File: src/rtl/reorder_buffer_pkg.sv
// Shared reorder-buffer constants and entry layout, used by the ROB, register file,
// decoder and reservation stations.
package reorder_buffer_pkg;

   localparam int ROB_DEPTH_LOG2 = 4;
   localparam int ROB_DEPTH      = 1 << ROB_DEPTH_LOG2;
   localparam int ROB_TAG_W      = ROB_DEPTH_LOG2;
   localparam int ROB_RD_W       = 5;
   localparam int ROB_DATA_W     = 32;

   typedef struct packed {
      logic                  valid;
      logic                  done;
      logic [ROB_RD_W-1:0]   rd;
      logic [ROB_DATA_W-1:0] value;
      logic                  is_br;
      logic                  pred_taken;
      logic                  taken;
      logic [ROB_DATA_W-1:0] target;
   } rob_entry_t;

   function automatic logic rob_is_mispredict(input rob_entry_t e);
      return e.is_br && (e.taken != e.pred_taken);
   endfunction

endpackage

File: src/rtl/reorder_buffer.sv
// 16-entry in-order-retire reorder buffer with branch rollback.
// Build option ROB_QUERY_BYPASS_EN forwards a same-cycle writeback to the operand queries.
module reorder_buffer
   import reorder_buffer_pkg::*;
#(
   parameter int DEPTH_LOG2 = ROB_DEPTH_LOG2
) (
   input  logic                  clk,
   input  logic                  rst,
   input  logic                  rdy,
   input  logic                  issue_valid,
   input  logic [4:0]            issue_rd,
   input  logic                  issue_is_br,
   input  logic                  issue_pred_taken,
   output logic                  alloc_ready,
   output logic [DEPTH_LOG2-1:0] alloc_id,
   input  logic                  wb_valid,
   input  logic [DEPTH_LOG2-1:0] wb_id,
   input  logic [31:0]           wb_value,
   input  logic                  wb_taken,
   input  logic [31:0]           wb_target,
   input  logic [DEPTH_LOG2-1:0] q1_id,
   input  logic [DEPTH_LOG2-1:0] q2_id,
   output logic                  q1_ready,
   output logic                  q2_ready,
   output logic [31:0]           q1_val,
   output logic [31:0]           q2_val,
   output logic                  commit_valid,
   output logic [4:0]            commit_rd,
   output logic [31:0]           commit_val,
   output logic [DEPTH_LOG2-1:0] commit_id,
   output logic                  rollback,
   output logic [31:0]           rollback_pc
);

   localparam int DEPTH = 1 << DEPTH_LOG2;
   localparam logic [DEPTH_LOG2:0] FULL_COUNT = (DEPTH_LOG2+1)'(DEPTH);

   rob_entry_t            entries_q [DEPTH];
   rob_entry_t            entries_d [DEPTH];
   logic [DEPTH_LOG2-1:0] head_q, head_d, tail_q, tail_d;
   logic [DEPTH_LOG2:0]   count_q, count_d;
   logic                  commit_valid_q, commit_valid_d;
   logic [4:0]            commit_rd_q, commit_rd_d;
   logic [31:0]           commit_val_q, commit_val_d;
   logic [DEPTH_LOG2-1:0] commit_id_q, commit_id_d;
   logic                  rollback_q, rollback_d;
   logic [31:0]           rollback_pc_q, rollback_pc_d;
   rob_entry_t            head_e;
   logic                  do_retire, do_alloc, do_wb;

   assign alloc_ready  = (count_q != FULL_COUNT) && !rollback_q;
   assign alloc_id     = tail_q;
   assign commit_valid = commit_valid_q;
   assign commit_rd    = commit_rd_q;
   assign commit_val   = commit_val_q;
   assign commit_id    = commit_id_q;
   assign rollback     = rollback_q;
   assign rollback_pc  = rollback_pc_q;

   // Next-state: retire at head, capture writeback, allocate at tail, or flush on mispredict.
   always_comb begin
      entries_d      = entries_q;
      head_d         = head_q;
      tail_d         = tail_q;
      count_d        = count_q;
      commit_valid_d = 1'b0;
      commit_rd_d    = commit_rd_q;
      commit_val_d   = commit_val_q;
      commit_id_d    = commit_id_q;
      rollback_d     = 1'b0;
      rollback_pc_d  = rollback_pc_q;
      head_e         = entries_q[head_q];
      do_retire      = head_e.valid && head_e.done;
      do_alloc       = issue_valid && alloc_ready;
      do_wb          = wb_valid && !rollback_q && entries_q[wb_id].valid;
      if (rdy) begin
         if (do_retire) begin
            commit_valid_d = (head_e.rd != 5'd0);
            commit_rd_d    = head_e.rd;
            commit_val_d   = head_e.value;
            commit_id_d    = head_q;
         end else begin
            commit_valid_d = 1'b0;
         end
         // A mispredicted head discards everything younger, including this edge's alloc/wb.
         if (do_retire && rob_is_mispredict(head_e)) begin
            rollback_d    = 1'b1;
            rollback_pc_d = head_e.target;
            for (int i = 0; i < DEPTH; i++) begin
               entries_d[i].valid = 1'b0;
               entries_d[i].done  = 1'b0;
            end
            head_d  = '0;
            tail_d  = '0;
            count_d = '0;
         end else begin
            if (do_wb) begin
               entries_d[wb_id].done   = 1'b1;
               entries_d[wb_id].value  = wb_value;
               entries_d[wb_id].taken  = wb_taken;
               entries_d[wb_id].target = wb_target;
            end else begin
               entries_d[wb_id] = entries_q[wb_id];
            end
            if (do_retire) begin
               entries_d[head_q].valid = 1'b0;
               head_d = head_q + DEPTH_LOG2'(1);
            end else begin
               head_d = head_q;
            end
            if (do_alloc) begin
               entries_d[tail_q] = '{valid: 1'b1, done: 1'b0, rd: issue_rd, value: 32'd0,
                                     is_br: issue_is_br, pred_taken: issue_pred_taken,
                                     taken: 1'b0, target: 32'd0};
               tail_d = tail_q + DEPTH_LOG2'(1);
            end else begin
               tail_d = tail_q;
            end
            count_d = count_q + (DEPTH_LOG2+1)'(do_alloc) - (DEPTH_LOG2+1)'(do_retire);
         end
      end else begin
         commit_valid_d = 1'b0;
         rollback_d     = 1'b0;
      end
   end

   // State register with synchronous reset.
   always_ff @(posedge clk) begin
      if (rst) begin
         for (int i = 0; i < DEPTH; i++) begin
            entries_q[i] <= '0;
         end
         head_q         <= '0;
         tail_q         <= '0;
         count_q        <= '0;
         commit_valid_q <= 1'b0;
         commit_rd_q    <= 5'd0;
         commit_val_q   <= 32'd0;
         commit_id_q    <= '0;
         rollback_q     <= 1'b0;
         rollback_pc_q  <= 32'd0;
      end else begin
         entries_q      <= entries_d;
         head_q         <= head_d;
         tail_q         <= tail_d;
         count_q        <= count_d;
         commit_valid_q <= commit_valid_d;
         commit_rd_q    <= commit_rd_d;
         commit_val_q   <= commit_val_d;
         commit_id_q    <= commit_id_d;
         rollback_q     <= rollback_d;
         rollback_pc_q  <= rollback_pc_d;
      end
   end

   // Operand tag lookups.
   always_comb begin
      q1_ready = entries_q[q1_id].done;
      q1_val   = entries_q[q1_id].value;
      q2_ready = entries_q[q2_id].done;
      q2_val   = entries_q[q2_id].value;
`ifdef ROB_QUERY_BYPASS_EN
      if (wb_valid && (wb_id == q1_id)) begin
         q1_ready = 1'b1;
         q1_val   = wb_value;
      end else begin
         q1_ready = entries_q[q1_id].done;
      end
      if (wb_valid && (wb_id == q2_id)) begin
         q2_ready = 1'b1;
         q2_val   = wb_value;
      end else begin
         q2_ready = entries_q[q2_id].done;
      end
`endif
   end

endmodule

File: config.mk
export PLATFORM = sky130hd
export DESIGN_NAME = reorder_buffer
export DESIGN_NICKNAME = d
export VERILOG_FILES = /design/src/rtl/reorder_buffer_pkg.sv /design/src/rtl/reorder_buffer.sv
export SDC_FILE = /design/constraint.sdc
export NUM_CORES = 2
export LEC_CHECK = 0
export BUFFER_PORTS_ARGS = -buffer_cell sky130_fd_sc_hd__buf_2
export CAP_MARGIN = 30
export CORE_UTILIZATION = 40
export DETAILED_ROUTE_END_ITERATION = 16
export SKIP_LAST_GASP = 1
export SLEW_MARGIN = 30
export SYNTH_ARGS = -nofsm -noshare
export SYNTH_HDL_FRONTEND = slang
export SYNTH_SLANG_ARGS = --single-unit
File: constraint.sdc
create_clock -name clk -period 9.04 [get_ports clk]
set_clock_uncertainty 0.15 [all_clocks]
set_input_delay 0.452 -clock clk [delete_from_list [all_inputs] [get_ports clk]]
set_output_delay 0.452 -clock clk [all_outputs]
set_load 0.1 [all_outputs]
==> flow_metrics.env <==
export IMPL_ys_types=64
export IMPL_syn_num_nets=5395
export IMPL_drt_iter0_drc=7158
export IMPL_dp_hpwl_um=144400
export IMPL_area_growth_pct=10.79
export IMPL_die_area_um2=172600
export IMPL_layout_min_cycle_time_ps=5863
export IMPL_vdd_ir_drop_worst_uv=206.2
export IMPL_startpoint_type="flop"
export IMPL_pwr_share_clk_pct=47.4
export IMPL_min_to="entries_q[1024]"
export IMPL_routed_wl_um=258900
export IMPL_rsz0062_at_grt="false"
export IMPL_num_nets_final=5244
export IMPL_path_max_fanout=43
export IMPL_core_um2=169700
export IMPL_io_pins=235
export IMPL_synth_area_leaders="dfxtp_1 (37%), mux4_2 (35%), a22o_1 (13%)"
export IMPL_slew_headroom_pct=25.22
export IMPL_via_per_inst=7.140
export IMPL_required_ps=9630
export IMPL_synth_seq_cells=1272
export IMPL_hp_class="in2reg"
export IMPL_crit_type="reg2reg"
export IMPL_placed_cell_area_um2=70820
export IMPL_p_switching_uw=3334
export IMPL_r2r_slack_ps=3180
export IMPL_vias=53320
export IMPL_die_w_um=415.5
export IMPL_layout_commonest_cell="dfxtp_1"
export IMPL_cts_tree="built"
export IMPL_timing_rr_end="entries_q[550]"
export IMPL_r2r_start="head_q[0]"
export IMPL_synth_top_area_share_pct=37.24
export IMPL_postSynthAreaPerCell_um2=12.92
export IMPL_grt_pass1_wl_um=374400
export IMPL_final_antenna_net_count=0
export IMPL_ys_async_sr_fraction_pct=0
export IMPL_drc_errors=0
export IMPL_wl_per_cell_um=34.67
export IMPL_synth_area_um2=68380
export IMPL_grt_max_degree=106
export IMPL_initial_core_util_pct=40.31
export IMPL_hold_depth=4
export IMPL_grt_pass1_vias=51930
export IMPL_cts_sinks=1272
export IMPL_hold_viol=0
export IMPL_antenna_found_initial=16
export IMPL_max_freq_ghz=0.1706
export IMPL_yosysTopAreaCell="dfxtp_1"
export IMPL_setup_viol=0
export IMPL_final_area_um2=75770
export IMPL_maxSlewViolCount=0
export IMPL_synth_edf_count=0
export IMPL_layout_common_cells="dfxtp_1 (1,268), mux4_2 (1,050), a22o_1 (1,042), nand2_1 (378), buf_2 (223)"
export IMPL_tns_ps=0
export IMPL_final_min_period_over_clock_period_pct=64.86
export IMPL_combPwrFrac_pct=8.1
export IMPL_fp_row_count=151
export IMPL_power_per_cell_area_nw_per_um2=168.1
export IMPL_nFillCells=15130
export IMPL_worstPathArrival_ps=6450
export IMPL_clock_root_buffer="clkbuf_16"
export IMPL_cp_end_kind="flop"
export IMPL_numCtsBuffers=143
export IMPL_multi_input_area_um2=40260
export IMPL_p_int_uw=9405
export IMPL_drtPass1Iterations=8
export IMPL_htreeDepth=4
export IMPL_grt_overflow_total=0
export IMPL_ctsResizeCount=0
export IMPL_port_buffers=234
export IMPL_place_congestion=0.8862
export IMPL_p_seq_share_pct=44.5
export IMPL_p_leak_uw=0.02610
export IMPL_worst_slew_pin_slew_ps=1122
export IMPL_clk_latency_ps=820
export IMPL_yosysSeqAreaShare_pct=37.24
export IMPL_r2r_cells=12
export IMPL_ys_warn_count=0
export IMPL_hold_start="wb_value[27]"
export IMPL_synth_flop_cell="dfxtp_1"
export IMPL_status="finished clean"
export IMPL_cap_violations=0
export IMPL_swShare_pct=26.17
export IMPL_groute_usage_overall_pct=29.43
export IMPL_die_y_um=415.5
export IMPL_regArea_um2=25480
export IMPL_clkSlewWorstSetupHoldPaths_ps=70
export IMPL_syn_inst=5291
export IMPL_clock_path_buffers=3
export IMPL_drive_gt1_share_pct=33.62
==> cell usage after synthesis, types with 10 or more instances <==
master and n:
a22o_1 1042, o2bb2ai_1 12, dfxtp_1 1272, nand3_1 72
mux2i_1 81, nand2_1 379, inv_1 14, buf_2 305
a311oi_1 24, mux4_2 1050, o31ai_1 13, nor2b_1 16
buf_4 17, a211oi_1 94, ha_1 14, nand2b_1 10
a31oi_1 10, and3_1 13, and2_1 10, buf_1 80
a22oi_1 19, a21oi_2 61, o21ai_0 28, nor2_1 181
a21oi_1 138, clkbuf_1 251
==> logic make-up (layout without fill, tap and decap cells) <==
logic type	after synthesis	after routing	synth area share (%)
compound gates	1477	1477	17.76
xor+xnor	5	5	0.06405
fa+ha+maj	15	15	0.2854
buf+inv	676	632	4.450
flops	1272	1272	37.24
mux	1133	1133	35.80
other cells	0	3	0
simple gates	713	713	4.400
==> sequential cells by signal, indices dropped and copies added (netlist names) <==
register and flops:
commit_rd 5, count_q 5, entries_q 1184, commit_id 4
rollback 1, rollback_pc 32, head_q 4, commit_valid 1
alloc_id 4, commit_val 32
==> worst max-delay path by stage <==
stage | slack (ps) | start | end | depth (start not counted)
floorplan | 5500 | q2_id[0] | q2_val[0] | 6
finish | 3180 | head_q[0] | entries_q[550] | 12
CTS | 3190 | head_q[0] | entries_q[550] | 11
global route | 3110 | head_q[0] | entries_q[549] | 12
global placement | 3300 | head_q[0] | entries_q[549] | 11
detailed placement | 3200 | head_q[0] | entries_q[549] | 11
==> cell type report <==
cell class	count	share of cell area, %
clock buffer	203	5.541
sequential	1272	33.63
inverter	15	0.07431
multi-input combinational	3343	53.13
tap	2218	3.663
clock inverter	49	0.7795
antenna	3	0.009909
timing repair buffer	365	3.169
==> routing by layer <==
metal / part of all wire [%] / up-vias / global-route usage, %
li1: - / 21350 / -
met1: 37 / 27410 / 38.94
met2: 45 / 3740 / 44.95
met3: 11 / 816 / 6.264
met4: 6.3 / 10 / 16.27
met5: 0.023 / - / 0
==> worst max-delay path, cell delays in order (launching register included) <==
cell and delay, ps:
dfxtp_4 900, buf_4 450, mux4_2 540, nand3_1 120
nand3_1 180, xor2_4 600, buf_16 230, a21oi_4 60
buf_4 320, a21oi_4 650, buf_4 590, buf_4 610
a22o_1 250
==> stage by stage <==
step	power, µW	worst slack (ps)	cells	util, %	hold WS [ps]
after global routing	13040	3114	7466	44.65	123.2
final	12740	3177	7468	44.66	113.4
after floorplan	6411	5500	5291	-	291.1
after global placement	6780	3295	7200	41.68	290.2
after detailed placement	6794	3200	7203	41.74	295.6
after CTS	12760	3186	7463	44.61	63.45
==> power groups by stage <==
stage	clock, µW	combinational, µW	sequential (µW)
final	6030	1040	5670
after floorplan	0	625	5790
after global placement	0	992	5790
after detailed placement	0	1000	5790
after global routing	6320	1060	5670
after CTS	6080	1010	5670
==> what timing repair did <==
item                      4_1_cts  5_1_grt
buffers inserted                0        0
hold endpoints to repair      120        0
hold buffers                    8        0
(Power assumes the default switching activity.)
